File: src/rtl/sprdma.sv
`default_nettype none
// ============================================================================
// Module      : sprdma
// Description : Sprite DMA engine. A CPU write to DMA_REG_ADDR copies the
//               256 bytes of the selected CPU page into the PPU OAM data
//               port, three clocks per byte (read address, read capture,
//               OAM write), while the CPU is stalled.
// Revision    : 1.0 - initial release
// ============================================================================
module sprdma #(
    parameter logic [15:0] DMA_REG_ADDR  = 16'h4014,
    parameter logic [15:0] OAM_DATA_ADDR = 16'h2004
) (
    input  logic        clk,
    input  logic        rst_n,
    input  logic [15:0] cpu_addr,
    input  logic [7:0]  cpu_dout,
    input  logic        cpu_wr,
    input  logic [7:0]  mc_din,
    output logic        active,
    output logic [15:0] mc_addr,
    output logic        mc_wr,
    output logic [7:0]  mc_dout
);

    localparam logic [1:0] S_IDLE    = 2'd0;
    localparam logic [1:0] S_RD_ADDR = 2'd1;
    localparam logic [1:0] S_RD_CAP  = 2'd2;
    localparam logic [1:0] S_WR      = 2'd3;

    logic [1:0] state_q, state_d;
    logic [7:0] page_q,  page_d;
    logic [7:0] offset_q, offset_d;
    logic [7:0] byte_q,  byte_d;
    logic       trigger;

    // Trigger only counts in IDLE; stray strobes during a transfer are ignored
    assign trigger = cpu_wr && (cpu_addr == DMA_REG_ADDR);

    // State and datapath registers, cleared asynchronously to abandon a transfer
    always_ff @(posedge clk or negedge rst_n) begin
        if (!rst_n) begin
            state_q  <= S_IDLE;
            page_q   <= 8'h00;
            offset_q <= 8'h00;
            byte_q   <= 8'h00;
        end else begin
            state_q  <= state_d;
            page_q   <= page_d;
            offset_q <= offset_d;
            byte_q   <= byte_d;
        end
    end

    // Next-state and datapath update: read, capture, write, then advance offset
    always_comb begin
        state_d  = state_q;
        page_d   = page_q;
        offset_d = offset_q;
        byte_d   = byte_q;
        case (state_q)
            S_IDLE: begin
                if (trigger) begin
                    page_d   = cpu_dout;
                    offset_d = 8'h00;
                    state_d  = S_RD_ADDR;
                end
            end
            S_RD_ADDR: begin
                state_d = S_RD_CAP;
            end
            S_RD_CAP: begin
                byte_d  = mc_din;
                state_d = S_WR;
            end
            S_WR: begin
                if (offset_q == 8'hFF) begin
                    state_d = S_IDLE;
                end else begin
                    // Offset wraps within the page; the page never increments
                    offset_d = offset_q + 8'd1;
                    state_d  = S_RD_ADDR;
                end
            end
            default: begin
                state_d = S_IDLE;
            end
        endcase
    end

    // Outputs decoded purely from registered state, no input-to-output path
    always_comb begin
        active  = (state_q != S_IDLE);
        mc_addr = 16'h0000;
        mc_wr   = 1'b0;
        mc_dout = byte_q;
        case (state_q)
            S_RD_ADDR, S_RD_CAP: begin
                mc_addr = {page_q, offset_q};
            end
            S_WR: begin
                mc_addr = OAM_DATA_ADDR;
                mc_wr   = 1'b1;
            end
            default: begin
                mc_addr = 16'h0000;
            end
        endcase
    end

endmodule
`default_nettype wire

File: config.mk
export PLATFORM = sky130hd
export DESIGN_NAME = sprdma
export DESIGN_NICKNAME = d
export VERILOG_FILES = /design/src/rtl/sprdma.sv
export SDC_FILE = /design/constraint.sdc
export NUM_CORES = 1
export LEC_CHECK = 0
export CAP_MARGIN = 0
export CORE_ASPECT_RATIO = 0.6
export CORE_MARGIN = 8
export CORE_UTILIZATION = 40
export CTS_BUF_LIST = sky130_fd_sc_hd__clkbuf_8 sky130_fd_sc_hd__clkbuf_16
export DETAILED_ROUTE_END_ITERATION = 6
export GPL_TIMING_DRIVEN = 0
export MAX_ROUTING_LAYER = met4
export PLACE_DENSITY = 0.79
export SLEW_MARGIN = 30
export SYNTH_ARGS = -nofsm -noshare
export SYNTH_HDL_FRONTEND = slang
export SYNTH_SLANG_ARGS = --single-unit
File: constraint.sdc
create_clock -name clk -period 3.2 [get_ports clk]
set_input_delay 0.32 -clock clk [delete_from_list [all_inputs] [get_ports clk]]
set_output_delay 0.32 -clock clk [all_outputs]
set_load 0.1 [all_outputs]
Word-level counts from Yosys, hierarchy flattened
Cells that the tools add are included.
{"block": "word_totals", "inputBits": 35, "output_inout_bits": 26, "regBits": 26, "mem_bits_rw": 0, "latchBits": 0, "rom_bits": 0, "n_memories": 0, "word_cells": 27}
{"block": "op_classes", "n_addsub": 1, "n_eq_ne": 7, "div_mod_pow": 0, "multipliers": 0, "n_mux": 8, "n_reduce_logical": 7, "magnitude_cmp": 0, "n_bitwise": 0, "shifts": 0}
{"op": "$pmux 16 s2", "count": 1}
{"op": "$eq 16x15->1 const B", "count": 1}
{"op": "$mux 8", "count": 2}
{"op": "$pmux 8 s2", "count": 1}
{"op": "$add 8x1->8 const B", "count": 1}
{"op": "$eq 8x8->1 const B", "count": 1}
{"op": "$pmux 2 s4", "count": 1}
{"op": "$eq 2x2->1 const B", "count": 2}
{"op": "$ne 2x2->1 const B", "count": 2}
{"op": "$reduce_bool 2->1", "count": 2}
{"op": "$reduce_and 3->1", "count": 1}
{"op": "$eq 2x1->1 const B", "count": 1}
{"op": "$logic_not 2->1", "count": 1}
{"op": "$mux 1", "count": 2}
{"op": "$mux 2", "count": 1}
{"op": "$reduce_and 2->1", "count": 1}
{"op": "$reduce_or 2->1", "count": 1}
{"op": "$logic_and 1x1->1", "count": 1}

Logic depth before layout (Yosys ltp)
{"block": "depth", "depth_word": 4, "ltp_mapped": 8, "depth_no_buf": 7}

Least setup slack after synthesis
OpenSTA, ideal clock, no wires.
{"block": "synth_path", "path_type": "register to output", "startpoint": "register state_q[0]", "endpoint": "output mc_addr[13]", "slack_ps": -210, "t_required_ps": 2880, "path_stages_with_launch": 6, "arrival_ps": 3090, "cell_sequence": "dfrtp_1 > ha_1 > clkbuf_1 > clkbuf_1 > a21oi_1 > nor2_1"}
{"block": "synth_between", "elab_chain_len": 3}
{"element": "start: declaration", "line": "31", "source": "logic [1:0] state_q, state_d;"}
{"element": "start signal: assignment", "line": "48", "source": "state_q <= state_d;"}
{"element": "$eq 2x2->1 / $eq 2x1->1 (equally long branches)", "line": "97", "source": "case (state_q)"}
{"element": "$reduce_or 2->1", "line": "97"}
{"element": "$pmux 16 s2 *", "line": "97"}
{"element": "end: declaration", "line": "21", "source": "output logic [15:0] mc_addr,"}
Every way passes the cells marked *; elsewhere a longest branch is shown, timed or not.

Worst setup path in the final report
Same ends and word-level chain as after synthesis.

==> summary.md <==
| Metric | Value |
|---|---|
| Status | completed |
| RSZ-0062 raised after global routing | false |
| Num ports | 61 |
| Clock Sinks | 26 |
| GR Util All Layers | 13.1% |
| Hold buffers post-CTS | 0 |
| ANT cells | 0 |
| Actual slew at the worst max-slew pin | 0.987 ns |
| Hold Vio Cnt, Final | 0 |
| Post-layout util | 60.4% |
| Final #Nets | 249 |
| Main synth FF type | dfrtp_1 |
| RR Endpoint | offset_q[0]$_DFFE_PN0P_ |
| Antenna violations before repair | 0 |
| Warnings from Yosys | 0 |
| Max Cap Viol | 0 |
| Adder-cell share of the synthesized area | 4.22% |
| Startpoint Class | register |
| Clk_lat worst skew | 0.27 ns |
| First-pass GRT wire length | 6210 µm |
| Post-DP HPWL | 3030 µm |
| TNS Setup | 0 ns |
| R2R Setup Slk | 1.25 ns |
| Most frequent cell after synthesis | dfrtp_1 |
| Crit path max-delay family | buffers and inverters |
| Area after DPL | 0.00214 mm² |
| Maximum buffer depth of the clock tree | 2 |
| # rows | 17 |
| CTS tree | yes |
| Fmax achieved | 337 MHz |
| Core area | 0.00362 mm² |
| R2R depth | 7 |
| Synthesized area per cell | 10.3 µm² |
| Post-Synth Simple-Gate Area | 23.4% |
| Slowest-stage cell, CP | dlygate4sd2_1 |
| Relative slew slack | 34.5% |
| Crit-path cells | ha_1 > clkbuf_1 > clkbuf_1 > a21oi_1 > nor2_2 > dlygate4sd2_1 |
| Post-synth top cells | 26 x dfrtp_1, 16 x mux2_2, 15 x and2_1, 12 x a21oi_1, 12 x nand2_1 |
| Slowest stage delay, CP | 0.87 ns |
| Post-Syn Nets | 184 |
| CTS buffer count | 3 |
| PortBufs | 60 |
| Vias in the first global route | 1303 |
| Initial Util | 41.0% |
| Number of remaining DRC errors | 0 |
| Clk slew on worst S/H paths | 0.09 ns |
| Clk root buf | clkbuf_8 |
| Worst Clk Skew | 0.00417 ns |
| Area leader, netlist | dfrtp_1 |
| Crit path buffers/inverters | 3 |
| Post-synthesis sequential area ratio | 43.9% |
| Leakage power | 0.000985 µW |
| Post-route ant nets | 0 |
| Critical setup path kind | reg -> out |
| Mux share of post-synthesis cell area | 12.8% |
| Compound-Gate Fraction of Synth Area | 12.1% |
| Pre-Repair DR Iteration Count | 4 |
| Final instance area | 0.00218 mm² |
| Largest family of logic cells by synthesized area | simple AND/OR/NAND/NOR gates |
| Xor/xnor share of the synthesized area | 0% |
| Distinct cell type count after synthesis | 35 |
| Final worst path period share | 92.7% |
| Hold Path Class | in -> async |
| GP Congestion | 0.927 |
| Flops & latches, synth | 26 |
| Crit path DAT | 2.65 ns |
| Overflow after GRT | 0 |
| Worst Setup End Kind | output port |
| H-tree depth | 1 |
| Setup violations, final | 0 |
| Fraction of registers with async set/reset | 100% |
| Max IR drop VDD | 0.000641 V |
| Synth Cell Area | 0.00148 mm² |
| Chip Height | 63.2 µm |
| Tmin final | 2.97 ns |
| Die X | 94.6 µm |
| Worst-path fanout max | 10 |
| Final Max Tran Viols | 0 |
| WL final | 3880 µm |
| Worst Path Required | 2.88 ns |
| Largest net degree at the start of global routing | 27 |
| Synth-to-layout area growth | 47.3% |
| Synth area leaders | dfrtp_1 44%, mux2_2 12%, and2_1 6.3% |
| Vias | 1331 |
| Mapped Cells | 144 |
| Pwr per Cell Area | 1050 mW/mm² |
| Most frequent CP cell | clkbuf_1 |
| Average wire per cell in the routed design | 15.2 µm |
| FF-to-FF Start | offset_q[0]$_DFFE_PN0P_ |
| DIE AREA | 0.00597 mm² |
| Iter 0 DRT Violations | 18 |
| Via density | 5.22 |
| Post-synth top area share | 43.9% |
| Post-synth EDFFs | 0 |
| Layout cell share with drive strength beyond 1 | 16.3% |
==> power breakdown <==
| group | internal [µW] | switching, µW |
|---|---|---|
| clock network | 110 | 104 |
| logic | 416 | 1160 |
| registers | 422 | 75.0 |
==> area by class of cell <==
class	count	area (µm²)
Buffer	8	38.8
Fill cell	330	1430
Multi-Input combinational cell	106	783
Tap cell	47	58.8
Clock buffer	4	55.1
Timing Repair Buffer	60	583
Sequential cell	26	651
Inverter	4	15.0
==> worst max-delay path by stage <==
stage | to | cells after the start | start | slack [ns]
floorplan | mc_addr[13] | 5 | state_q[0]$_DFFE_PN0P_ | 0.24
global route | mc_addr[13] | 6 | state_q[0]$_DFFE_PN0P_ | 0.07
finish | mc_addr[13] | 6 | state_q[0]$_DFFE_PN0P_ | 0.23
CTS | mc_addr[13] | 6 | state_q[0]$_DFFE_PN0P_ | 0.18
detailed placement | mc_addr[13] | 6 | state_q[0]$_DFFE_PN0P_ | 0.21
global placement | mc_addr[13] | 6 | state_q[0]$_DFFE_PN0P_ | 0.21
==> state kept, by name, summed over array words and instances, names as in the netlist <==
register and flops:
page_q 8, offset_q 8, mc_dout 8, state_q 2
==> routing by layer <==
layer / routed length [µm] / vias to the layer above / GRT usage (%)
met5: 0 / - / -
met4: 14 / 0 / 2.32
met3: 392 / 4 / 5.20
met2: 1640 / 52 / 18.9
met1: 1820 / 628 / 17.0
li1: - / 647 / -
==> per-stage QoR <==
stage | setup slack, ns | std cells | power [µW] | hold slack, ns
final | 0.233 | 255 | 2290 | 0.0333
after global routing | 0.0745 | 255 | 2400 | 0.0862
after CTS | 0.178 | 255 | 2300 | 0.0638
after detailed placement | 0.215 | 251 | 2090 | 0.363
after global placement | 0.213 | 251 | 2080 | 0.481
after floorplan | 0.239 | 144 | 1700 | 0.0244
==> placed cells by master, fill, tap and decap left out, types with 4 or more instances in the layout <==
| master | Yosys | final |
|---|---|---|
| inv_1 | 4 | 4 |
| clkbuf_1 | 5 | 5 |
| o21ai_0 | 4 | 4 |
| dfrtp_1 | 26 | 26 |
| and2_1 | 15 | 15 |
| clkdlybuf4s50_1 | 0 | 49 |
| nand2_1 | 12 | 12 |
| mux2_2 | 16 | 16 |
| nand3_1 | 4 | 4 |
| clkbuf_8 | 0 | 4 |
| a21oi_1 | 12 | 12 |
| ha_1 | 5 | 5 |
| dlygate4sd2_1 | 0 | 10 |
==> kinds of logic (layout without fill, tap and decap cells) <==
group,Yosys count,in the layout
AND/OR/NAND/NOR,56,56
buffers and inverters,12,76
adder cells (fa/ha/maj),5,5
flip-flops,26,26
AO/OA/AOI/OAI,28,28
multiplexers,17,17
==> timing repair <==
action                     4_1_cts  5_1_grt
gates resized for setup         10        0
buffers inserted                 0        0
setup endpoints to repair       10        0
(Power assumes the default switching activity.)
